File: src/rtl/mips_debug_data_collector.sv
// mips_debug_data_collector
// Debug read-out source for the MIPS core. A one-cycle request code selects a
// register, data/instruction memory word, the PC or one 96-bit pipeline latch
// group. The selected data is streamed as 32-bit frames, MSB word first, and the
// transfer is closed with a one-cycle end-of-data strobe.
//
// Optional feature: define MIPS_DBG_COLLECT_STALL_EN to drive o_mips_stall as a
// registered copy of o_busy, freezing the core for the whole transfer. Without
// the macro o_mips_stall is tied low and the core free-runs during read-out.
//
// Handshake: there is no backpressure. A request is a single-cycle code on
// i_request_select (6'b111111 = none). It is accepted only while the FSM is
// IDLE; requests seen while busy, including the EOD cycle, are dropped. Each
// cycle with o_busy=1 and o_eod=0 carries exactly one valid word on o_frame.
module mips_debug_data_collector #(
  parameter int NB_DATA     = 32,
  parameter int NB_LATCH    = 96,
  parameter int NB_SELECT   = 6,
  parameter int NB_REG_ADDR = 5,
  parameter int NB_MEM_ADDR = 16
) (
  input  logic                    i_clock,
  input  logic                    i_reset,
  input  logic [NB_SELECT-1:0]    i_request_select,
  input  logic [NB_MEM_ADDR-1:0]  i_mem_addr,
  output logic [NB_REG_ADDR-1:0]  o_reg_rd_addr,
  input  logic [NB_DATA-1:0]      i_reg_rd_data,
  output logic [NB_MEM_ADDR-1:0]  o_dmem_rd_addr,
  input  logic [NB_DATA-1:0]      i_dmem_rd_data,
  input  logic [NB_DATA-1:0]      i_imem_rd_data,
  input  logic [NB_DATA-1:0]      i_pc,
  input  logic [8*NB_LATCH-1:0]   i_latch_bus,
  output logic [NB_DATA-1:0]      o_frame,
  output logic                    o_eod,
  output logic                    o_busy,
  output logic                    o_mips_stall,
  output logic [1:0]              o_dbg_state
);

  localparam logic [NB_SELECT-1:0] SEL_NONE      = 6'b111111;
  localparam logic [NB_SELECT-1:0] SEL_DMEM      = 6'b100000;
  localparam logic [NB_SELECT-1:0] SEL_IMEM      = 6'b100001;
  localparam logic [NB_SELECT-1:0] SEL_PC        = 6'b100010;
  localparam logic [NB_SELECT-1:0] SEL_LATCH_LO  = 6'b100100;
  localparam logic [NB_SELECT-1:0] SEL_LATCH_HI  = 6'b101011;

  typedef enum logic [1:0] {
    ST_IDLE = 2'd0,
    ST_SEND = 2'd1,
    ST_EOD  = 2'd2
  } state_t;

  typedef enum logic [2:0] {
    SRC_NONE  = 3'd0,
    SRC_REG   = 3'd1,
    SRC_DMEM  = 3'd2,
    SRC_IMEM  = 3'd3,
    SRC_PC    = 3'd4,
    SRC_LATCH = 3'd5
  } src_t;

  state_t              state_q, state_d;
  src_t                src_q, src_d;
  logic [1:0]          cnt_q, cnt_d;     // index of the word currently on o_frame
  logic [1:0]          last_q, last_d;   // index of the final word (N-1)
  logic [NB_LATCH-1:0] shift_q, shift_d; // frozen latch snapshot, MSB word on top

  // Request decode: source, word count and selected latch group.
  src_t                req_src;
  logic [1:0]          req_words;
  logic [3:0]          grp_idx;
  logic [NB_LATCH-1:0] grp_data;

  // Memory/register read addresses follow the request directly so the
  // one-cycle read latency lines the data up with the first frame.
  assign o_reg_rd_addr  = i_request_select[NB_REG_ADDR-1:0];
  assign o_dmem_rd_addr = i_mem_addr;

  // Pick the 96-bit latch group addressed by the request (group 0 = MSB).
  assign grp_idx = i_request_select[3:0] - 4'd4;
  always_comb begin
    grp_data = '0;
    for (int g = 0; g < 8; g++) begin
      if (grp_idx[2:0] == g[2:0]) begin
        grp_data = i_latch_bus[8*NB_LATCH-1-NB_LATCH*g -: NB_LATCH];
      end
    end
  end

  // Classify the request code into a source and a word count.
  always_comb begin
    req_src   = SRC_NONE;
    req_words = 2'd0;
    if (!i_request_select[NB_SELECT-1]) begin
      req_src   = SRC_REG;
      req_words = 2'd1;
    end else if (i_request_select == SEL_DMEM) begin
      req_src   = SRC_DMEM;
      req_words = 2'd1;
    end else if (i_request_select == SEL_IMEM) begin
      req_src   = SRC_IMEM;
      req_words = 2'd1;
    end else if (i_request_select == SEL_PC) begin
      req_src   = SRC_PC;
      req_words = 2'd1;
    end else if ((i_request_select >= SEL_LATCH_LO) &&
                 (i_request_select <= SEL_LATCH_HI)) begin
      req_src   = SRC_LATCH;
      req_words = 2'd3;
    end
  end

  // Next-state logic: accept in IDLE, count words in SEND, one EOD cycle.
  always_comb begin
    state_d = state_q;
    src_d   = src_q;
    cnt_d   = cnt_q;
    last_d  = last_q;
    shift_d = shift_q;
    case (state_q)
      ST_IDLE: begin
        if (i_request_select != SEL_NONE) begin
          src_d  = req_src;
          cnt_d  = 2'd0;
          last_d = req_words - 2'd1;
          if (req_src == SRC_LATCH) begin
            shift_d = grp_data;
          end
          state_d = (req_words == 2'd0) ? ST_EOD : ST_SEND;
        end
      end
      ST_SEND: begin
        if (cnt_q == last_q) begin
          state_d = ST_EOD;
        end else begin
          cnt_d   = cnt_q + 2'd1;
          shift_d = {shift_q[NB_LATCH-NB_DATA-1:0], {NB_DATA{1'b0}}};
        end
      end
      ST_EOD: begin
        state_d = ST_IDLE;
        src_d   = SRC_NONE;
        cnt_d   = 2'd0;
      end
      default: begin
        state_d = ST_IDLE;
      end
    endcase
  end

  // State and datapath registers; reset aborts any transfer in progress.
  always_ff @(posedge i_clock or posedge i_reset) begin
    if (i_reset) begin
      state_q <= ST_IDLE;
      src_q   <= SRC_NONE;
      cnt_q   <= 2'd0;
      last_q  <= 2'd0;
      shift_q <= '0;
    end else begin
      state_q <= state_d;
      src_q   <= src_d;
      cnt_q   <= cnt_d;
      last_q  <= last_d;
      shift_q <= shift_d;
    end
  end

  // Frame mux by stored source; zero outside SEND (including the EOD cycle).
  always_comb begin
    o_frame = '0;
    if (state_q == ST_SEND) begin
      case (src_q)
        SRC_REG:   o_frame = i_reg_rd_data;
        SRC_DMEM:  o_frame = i_dmem_rd_data;
        SRC_IMEM:  o_frame = i_imem_rd_data;
        SRC_PC:    o_frame = i_pc;
        SRC_LATCH: o_frame = shift_q[NB_LATCH-1 -: NB_DATA];
        default:   o_frame = '0;
      endcase
    end
  end

  assign o_eod       = (state_q == ST_EOD);
  assign o_busy      = (state_q != ST_IDLE);
  assign o_dbg_state = state_q;

`ifdef MIPS_DBG_COLLECT_STALL_EN
  logic stall_q;

  // Registered stall that tracks o_busy cycle for cycle.
  always_ff @(posedge i_clock or posedge i_reset) begin
    if (i_reset) begin
      stall_q <= 1'b0;
    end else begin
      stall_q <= (state_d != ST_IDLE);
    end
  end

  assign o_mips_stall = stall_q;
`else
  assign o_mips_stall = 1'b0;
`endif

endmodule
File: config.mk
export PLATFORM = sky130hd
export DESIGN_NAME = mips_debug_data_collector
export DESIGN_NICKNAME = d
export VERILOG_FILES = /design/src/rtl/mips_debug_data_collector.sv
export SDC_FILE = /design/constraint.sdc
export NUM_CORES = 1
export LEC_CHECK = 0
export CAP_MARGIN = 10
export CORE_AREA = 2 2 383 385
export DETAILED_ROUTE_END_ITERATION = 10
export DIE_AREA = 0 0 385 387
export GPL_TIMING_DRIVEN = 0
export PLACE_DENSITY_LB_ADDON = 0.1
export SLEW_MARGIN = 40
export SYNTH_ARGS = -nofsm -noshare
export SYNTH_HDL_FRONTEND = slang
export SYNTH_SLANG_ARGS = --single-unit
export TNS_END_PERCENT = 5
File: constraint.sdc
create_clock -name i_clock -period 3.06 [get_ports i_clock]
set_clock_uncertainty 0.1 [all_clocks]
set_input_delay 0.306 -clock i_clock [delete_from_list [all_inputs] [get_ports i_clock]]
set_output_delay 0.306 -clock i_clock [all_outputs]
set_load 0.05 [all_outputs]
Word-level counts from Yosys, hierarchy flattened
Cells that the tools add are included.
{"block": "word_totals", "reg_bits": 105, "in_bits": 920, "output_inout_bits": 58}
{"block": "op_classes", "n_addsub": 3, "order_cmp": 2, "eq_ne": 24, "mux": 33, "reduce_logical": 13}
{"cell": "$mux W96", "count": 11}
{"cell": "$pmux W96 S2", "count": 1}
{"cell": "$pmux W32 S5", "count": 1}
{"cell": "$mux W32", "count": 1}
{"cell": "$eq A3 B3 Y1 const B", "count": 7}
{"cell": "$mux W2", "count": 10}
{"cell": "$eq A6 B6 Y1 const B", "count": 3}
{"cell": "$mux W3", "count": 6}
{"cell": "$eq A3 B2 Y1 const B", "count": 4}
{"cell": "$ne A2 B2 Y1 const B", "count": 4}
{"cell": "$eq A3 B1 Y1 const B", "count": 2}
{"cell": "$ge A6 B6 Y1 const B", "count": 1}
{"cell": "$le A6 B6 Y1 const B", "count": 1}
{"cell": "$ne A6 B6 Y1 const B", "count": 1}
{"cell": "$pmux W2 S3", "count": 1}
{"cell": "$pmux W3 S2", "count": 1}
{"cell": "$reduce_and A2 Y1", "count": 3}
{"cell": "$reduce_bool A2 Y1", "count": 3}
{"cell": "$logic_not A2 Y1", "count": 2}
{"cell": "$pmux W2 S2", "count": 1}
{"cell": "$reduce_and A4 Y1", "count": 1}
{"cell": "$logic_not A3 Y1", "count": 1}
{"cell": "$reduce_and A3 Y1", "count": 1}
{"cell": "$reduce_bool A3 Y1", "count": 1}
{"cell": "other kinds (7)", "count": 7}

Longest topological paths before layout
{"block": "depth", "ltp_word": 13, "depth_mapped": 9, "ltp_nobuf": 7}

Worst setup path after synthesis
OpenSTA, ideal clock, no wires.
{"block": "synth_path", "kind": "reg-to-output", "start": "register state_q[1] (netlist: o_dbg_state[1])", "end": "output port o_frame[10]", "arrival_time_ns": 2.357, "required_ns": 2.654, "slack_ns": 0.297, "path_stages_with_launch": 8, "cell_sequence": "dfrtp_1 -> buf_2 -> nand2b_1 -> clkbuf_1 -> a21oi_1 -> o31ai_1 -> clkbuf_1 -> a21oi_1"}
{"block": "synth_via", "elab_chain_len": 2}
{"item": "start, declared", "line": "62", "source": "state_t state_q, state_d;"}
{"item": "start signal, assigned", "line": "160", "source": "state_q <= state_d;"}
{"item": "$eq A2 B1 Y1", "line": "171", "source": "if (state_q == ST_SEND) begin"}
{"item": "$mux W32", "line": "171"}
{"item": "end, declared", "line": "33", "source": "output logic [NB_DATA-1:0] o_frame,"}
No other way between the ends.

Worst setup path after layout
{"block": "layout_path", "start": "input port i_request_select[1]", "end": "register shift_q[49]"}
{"block": "layout_via", "elab_chain_len": 13}
{"item": "start, declared", "line": "24", "source": "input logic [NB_SELECT-1:0] i_request_select,"}
{"item": "$sub A3 B3 Y3", "line": "80", "source": "assign grp_idx = i_request_select[3:0] - 4'd4;"}
{"item": "$logic_not A3 Y1", "line": "84", "source": "if (grp_idx[2:0] == g[2:0]) begin"}
{"item": "$mux W96 (8 in a row)", "line": "84"}
{"item": "$mux W96", "line": "126", "source": "if (req_src == SRC_LATCH) begin"}
{"item": "$mux W96", "line": "122", "source": "if (i_request_select != SEL_NONE) begin"}
{"item": "$pmux W96 S2", "line": "120", "source": "case (state_q)"}
{"item": "end signal, assigned", "line": "164", "source": "shift_q <= shift_d;"}
{"item": "end, declared", "line": "66", "source": "logic [NB_LATCH-1:0] shift_q, shift_d;"}
Several ways; a longest one is shown, not always the timed one. The select of a mux whose other input is x is not followed.
A chain may end at the register's enable or synchronous reset.

==> results.sh <==
export IMPL_status="completed"
export IMPL_die_h_um=387
export IMPL_synth_fp_nets=2333
export IMPL_reg2reg_depth=8
export IMPL_clk_pin_slew_worst_paths_ns=0.08
export IMPL_clk_latency_ns=0.38
export IMPL_yosysTopAreaCell="dfrtp_1"
export IMPL_boundaryPins=978
export IMPL_synth_edf_count=0
export IMPL_setup_viol=0
export IMPL_r2r_slack_ns=0.15
export IMPL_synth_xor_area_share_pct=0.216
export IMPL_drtAntennaViolNets=0
export IMPL_grt_pass1_vias=17995
export IMPL_p_leak_nw=9.06
export IMPL_ys_types=56
export IMPL_drt_wirelength_per_cell_um=29.6
export IMPL_cpMaxStageDelayCell="clkdlybuf4s50_1"
export IMPL_clk_root_buffer_cell="clkbuf_16"
export IMPL_fp_row_count=140
export IMPL_ys_flop_type="dfrtp_1"
export IMPL_final_common_cell="clkdlybuf4s50_1"
export IMPL_grt_util_all_layers_pct=16.5
export IMPL_critPathArrivalTime_ns=3.10
export IMPL_final_net_count=3311
export IMPL_design_die_area_um2=149000
export IMPL_die_w_um=385
export IMPL_min_period_ns=2.96
export IMPL_synth_compound_area_share_pct=23.1
export IMPL_yosys_area_share_simple_pct=14.3
export IMPL_min_path_type="primary input to asynchronous set/reset pin"
export IMPL_portBuffers=959
export IMPL_cts_path_max_buffers=2
export IMPL_vias=16073
export IMPL_crit_family="buffers and inverters"
export IMPL_wl_met3_um=7340
export IMPL_detail_route_vias_per_cell=3.72
export IMPL_stdcell_count=4324
export IMPL_ir_worst_vdd_uv=273
export IMPL_cts_tree="built"
export IMPL_synth_ff_latch_count=105
export IMPL_start_util_pct=8.40
export IMPL_crit_required_ns=3.20
export IMPL_path_class="primary input to flip-flop"
export IMPL_postCtsHoldBufs=0
export IMPL_dp_hpwl_um=114000
export IMPL_overflow=0
export IMPL_r2r_end="shift_q[72]"
export IMPL_htreeDepth=3
export IMPL_layout_common_cells="clkdlybuf4s50_1 (926), a21oi_1 (169), nor2_1 (160), mux2i_1 (145), o21ai_0 (137)"
export IMPL_final_max_slew_viol_count=0
export IMPL_crit_fanout=10
export IMPL_synthMuxAreaShare_pct=32.0
export IMPL_drt_iter0_markers=665
export IMPL_syn_area_um2=12200
export IMPL_max_freq_mhz=338
export IMPL_path_cells="clkdlybuf4s50_1 -> buf_4 -> buf_4 -> buf_4 -> clkbuf_2 -> a21oi_1 -> a21oi_1 -> a21oi_1"
export IMPL_worstReg2RegStart="o_dbg_state[0]"
export IMPL_relSlewSlack_pct=46.3
export IMPL_synthAdderAreaFrac_pct=0.103
export IMPL_syn_inst=1412
export IMPL_drt_total_wl_um=128000
export IMPL_yosysWarnings=0
export IMPL_clkSinkCount=105
export IMPL_gp_congestion=0.900
export IMPL_ys_seq_area_share_pct=21.6
export IMPL_cts_buffers_inserted=9
export IMPL_avgSynthCellArea_um2=8.62
export IMPL_first_pass_iters=5
export IMPL_cp_end_kind="flip-flop"
export IMPL_rsz0062_at_grt="yes"
export IMPL_async_flop_share_pct=100
export IMPL_fin_tns_setup_ns=0
export IMPL_wl_met2_um=68900
export IMPL_grt_max_degree=20
export IMPL_pwr_density_cell_nw_per_um2=444
export IMPL_path_buf_inv=5
export IMPL_m1WireLength_um=49300
export IMPL_worst_pin_slew_ns=0.806
export IMPL_fin_util_pct=17.0
export IMPL_route_detailed_drc=0
export IMPL_yosysTopAreaCellShare_pct=21.6
export IMPL_post_route_period_util_pct=96.7
export IMPL_synth_top_family_by_area="multiplexers"
export IMPL_placed_cells=4295
export IMPL_slowest_delay_ns=0.64
export IMPL_areaGrowthSynthToFinish_pct=103
export IMPL_drv_cap=0
export IMPL_coreArea_um2=145000
export IMPL_antenna_found_initial=55
export IMPL_hold_violations=0
export IMPL_fillerInstances=16308
export IMPL_post_route_cell_area_um2=24700
export IMPL_topRoutingLayerUsed="met5"
export IMPL_drive_gt1_share_pct=14.0
export IMPL_postPlaceCellArea_um2=24300
export IMPL_synth_area_leaders="dfrtp_1 (22%), mux4_2 (17%), mux2i_1 (13%)"
export IMPL_grt_pass1_wl_um=164000
export IMPL_critPathLaunchType="primary input"
==> repair_timing <==
action | in CTS | in global routing
setup endpoints to repair | 100 | 31
gates resized for setup | 137 | 50
pin swaps | 1 | 0
setup buffers | 2 | 0
==> metrics by stage <==
stage	total power [mW]	setup WS [ns]	hold WS, ns
finish	11.0	0.101	0.0588
global route	11.8	-0.0882	0.0460
CTS	11.3	-0.103	0.0421
detailed placement	9.93	-1.12	0.371
global placement	9.86	-1.15	0.365
floorplan	5.80	0.297	0.344
==> how the worst max path moves through the flow <==
stage	slack, ns	start	endpoint	cells after the start
6_report	0.10	i_request_select[1]	shift_q[49]	8
2_1_floorplan	0.30	o_dbg_state[1]	o_frame[10]	7
3_5_place_dp	-1.12	i_request_select[2]	shift_q[20]	7
3_3_place_gp	-1.15	i_request_select[2]	shift_q[20]	7
5_1_grt	-0.09	o_dbg_state[1]	o_frame[8]	8
4_1_cts	-0.10	o_dbg_state[1]	o_frame[29]	8
==> final cells by class <==
class | instances | area [um2] | share of cell area [%]
tap | 1917 | 2400 | 9.72
multi-input combinational | 1134 | 8580 | 34.8
buffer | 168 | 1060 | 4.30
clock buffer | 10 | 229 | 0.928
sequential | 105 | 2630 | 10.7
timing repair buffer | 968 | 9660 | 39.2
inverter | 4 | 18.8 | 0.0761
antenna | 12 | 30.0 | 0.122
clock inverter | 6 | 57.6 | 0.233
==> synth_stat cells (3+ instances only) <==
library cell / instances
a22oi_1: 32
inv_1: 4
buf_1: 8
buf_2: 50
dfrtp_1: 105
mux2i_1: 154
nor2b_1: 4
a21oi_1: 172
buf_4: 48
nand3_1: 58
o21ai_0: 138
a2bb2oi_1: 10
clkbuf_1: 43
o22a_1: 26
nor3_1: 10
nand2b_1: 5
o211ai_1: 15
mux2_2: 25
a21o_1: 6
and2_1: 3
mux4_2: 91
or4_1: 24
o22ai_1: 54
nor2_1: 160
nor3b_1: 3
buf_6: 18
nand2_1: 88
o221ai_1: 7
xor2_1: 3
or3_1: 14
==> routing by layer <==
layer / GRT usage, % / up-vias
li1: - / 7326
met5: 0 / -
met2: 32.1 / 719
met4: 2.95 / 30
met3: 3.43 / 107
met1: 18.3 / 7891
==> report_power, final <==
part	switching (mW)	total [mW]	internal, mW
combinational	4.11	6.95	2.84
clock	0.673	1.25	0.577
sequential	0.715	2.75	2.04
total	5.50	11.0	5.46
==> registers in the layout, summed over array words and instances (netlist names) <==
register	count
shift_q	96
last_q	2
src_q	3
cnt_q	2
o_dbg_state	2
==> worst register-to-register path, cell delays in order (launching register included) <==
cell and delay [ns]:
dfrtp_1 0.34, buf_2 0.22, nor2b_1 0.17, buf_2 0.29, o21ai_2 0.25, clkbuf_1 0.35
clkbuf_2 0.28, o21ai_0 0.60, a21oi_1 0.15
==> kinds of logic (layout without fill, tap and decap cells) <==
kind of cell | after synthesis | after routing
AO/OA/AOI/OAI | 478 | 478
AND/OR/NAND/NOR | 380 | 380
multiplexers | 271 | 271
buffers and inverters | 173 | 1156
flip-flops | 105 | 105
XOR/XNOR | 3 | 3
adder cells (fa/ha/maj) | 1 | 1
other | 1 | 13
No activity file was read; power rests on OpenSTA's default activity.
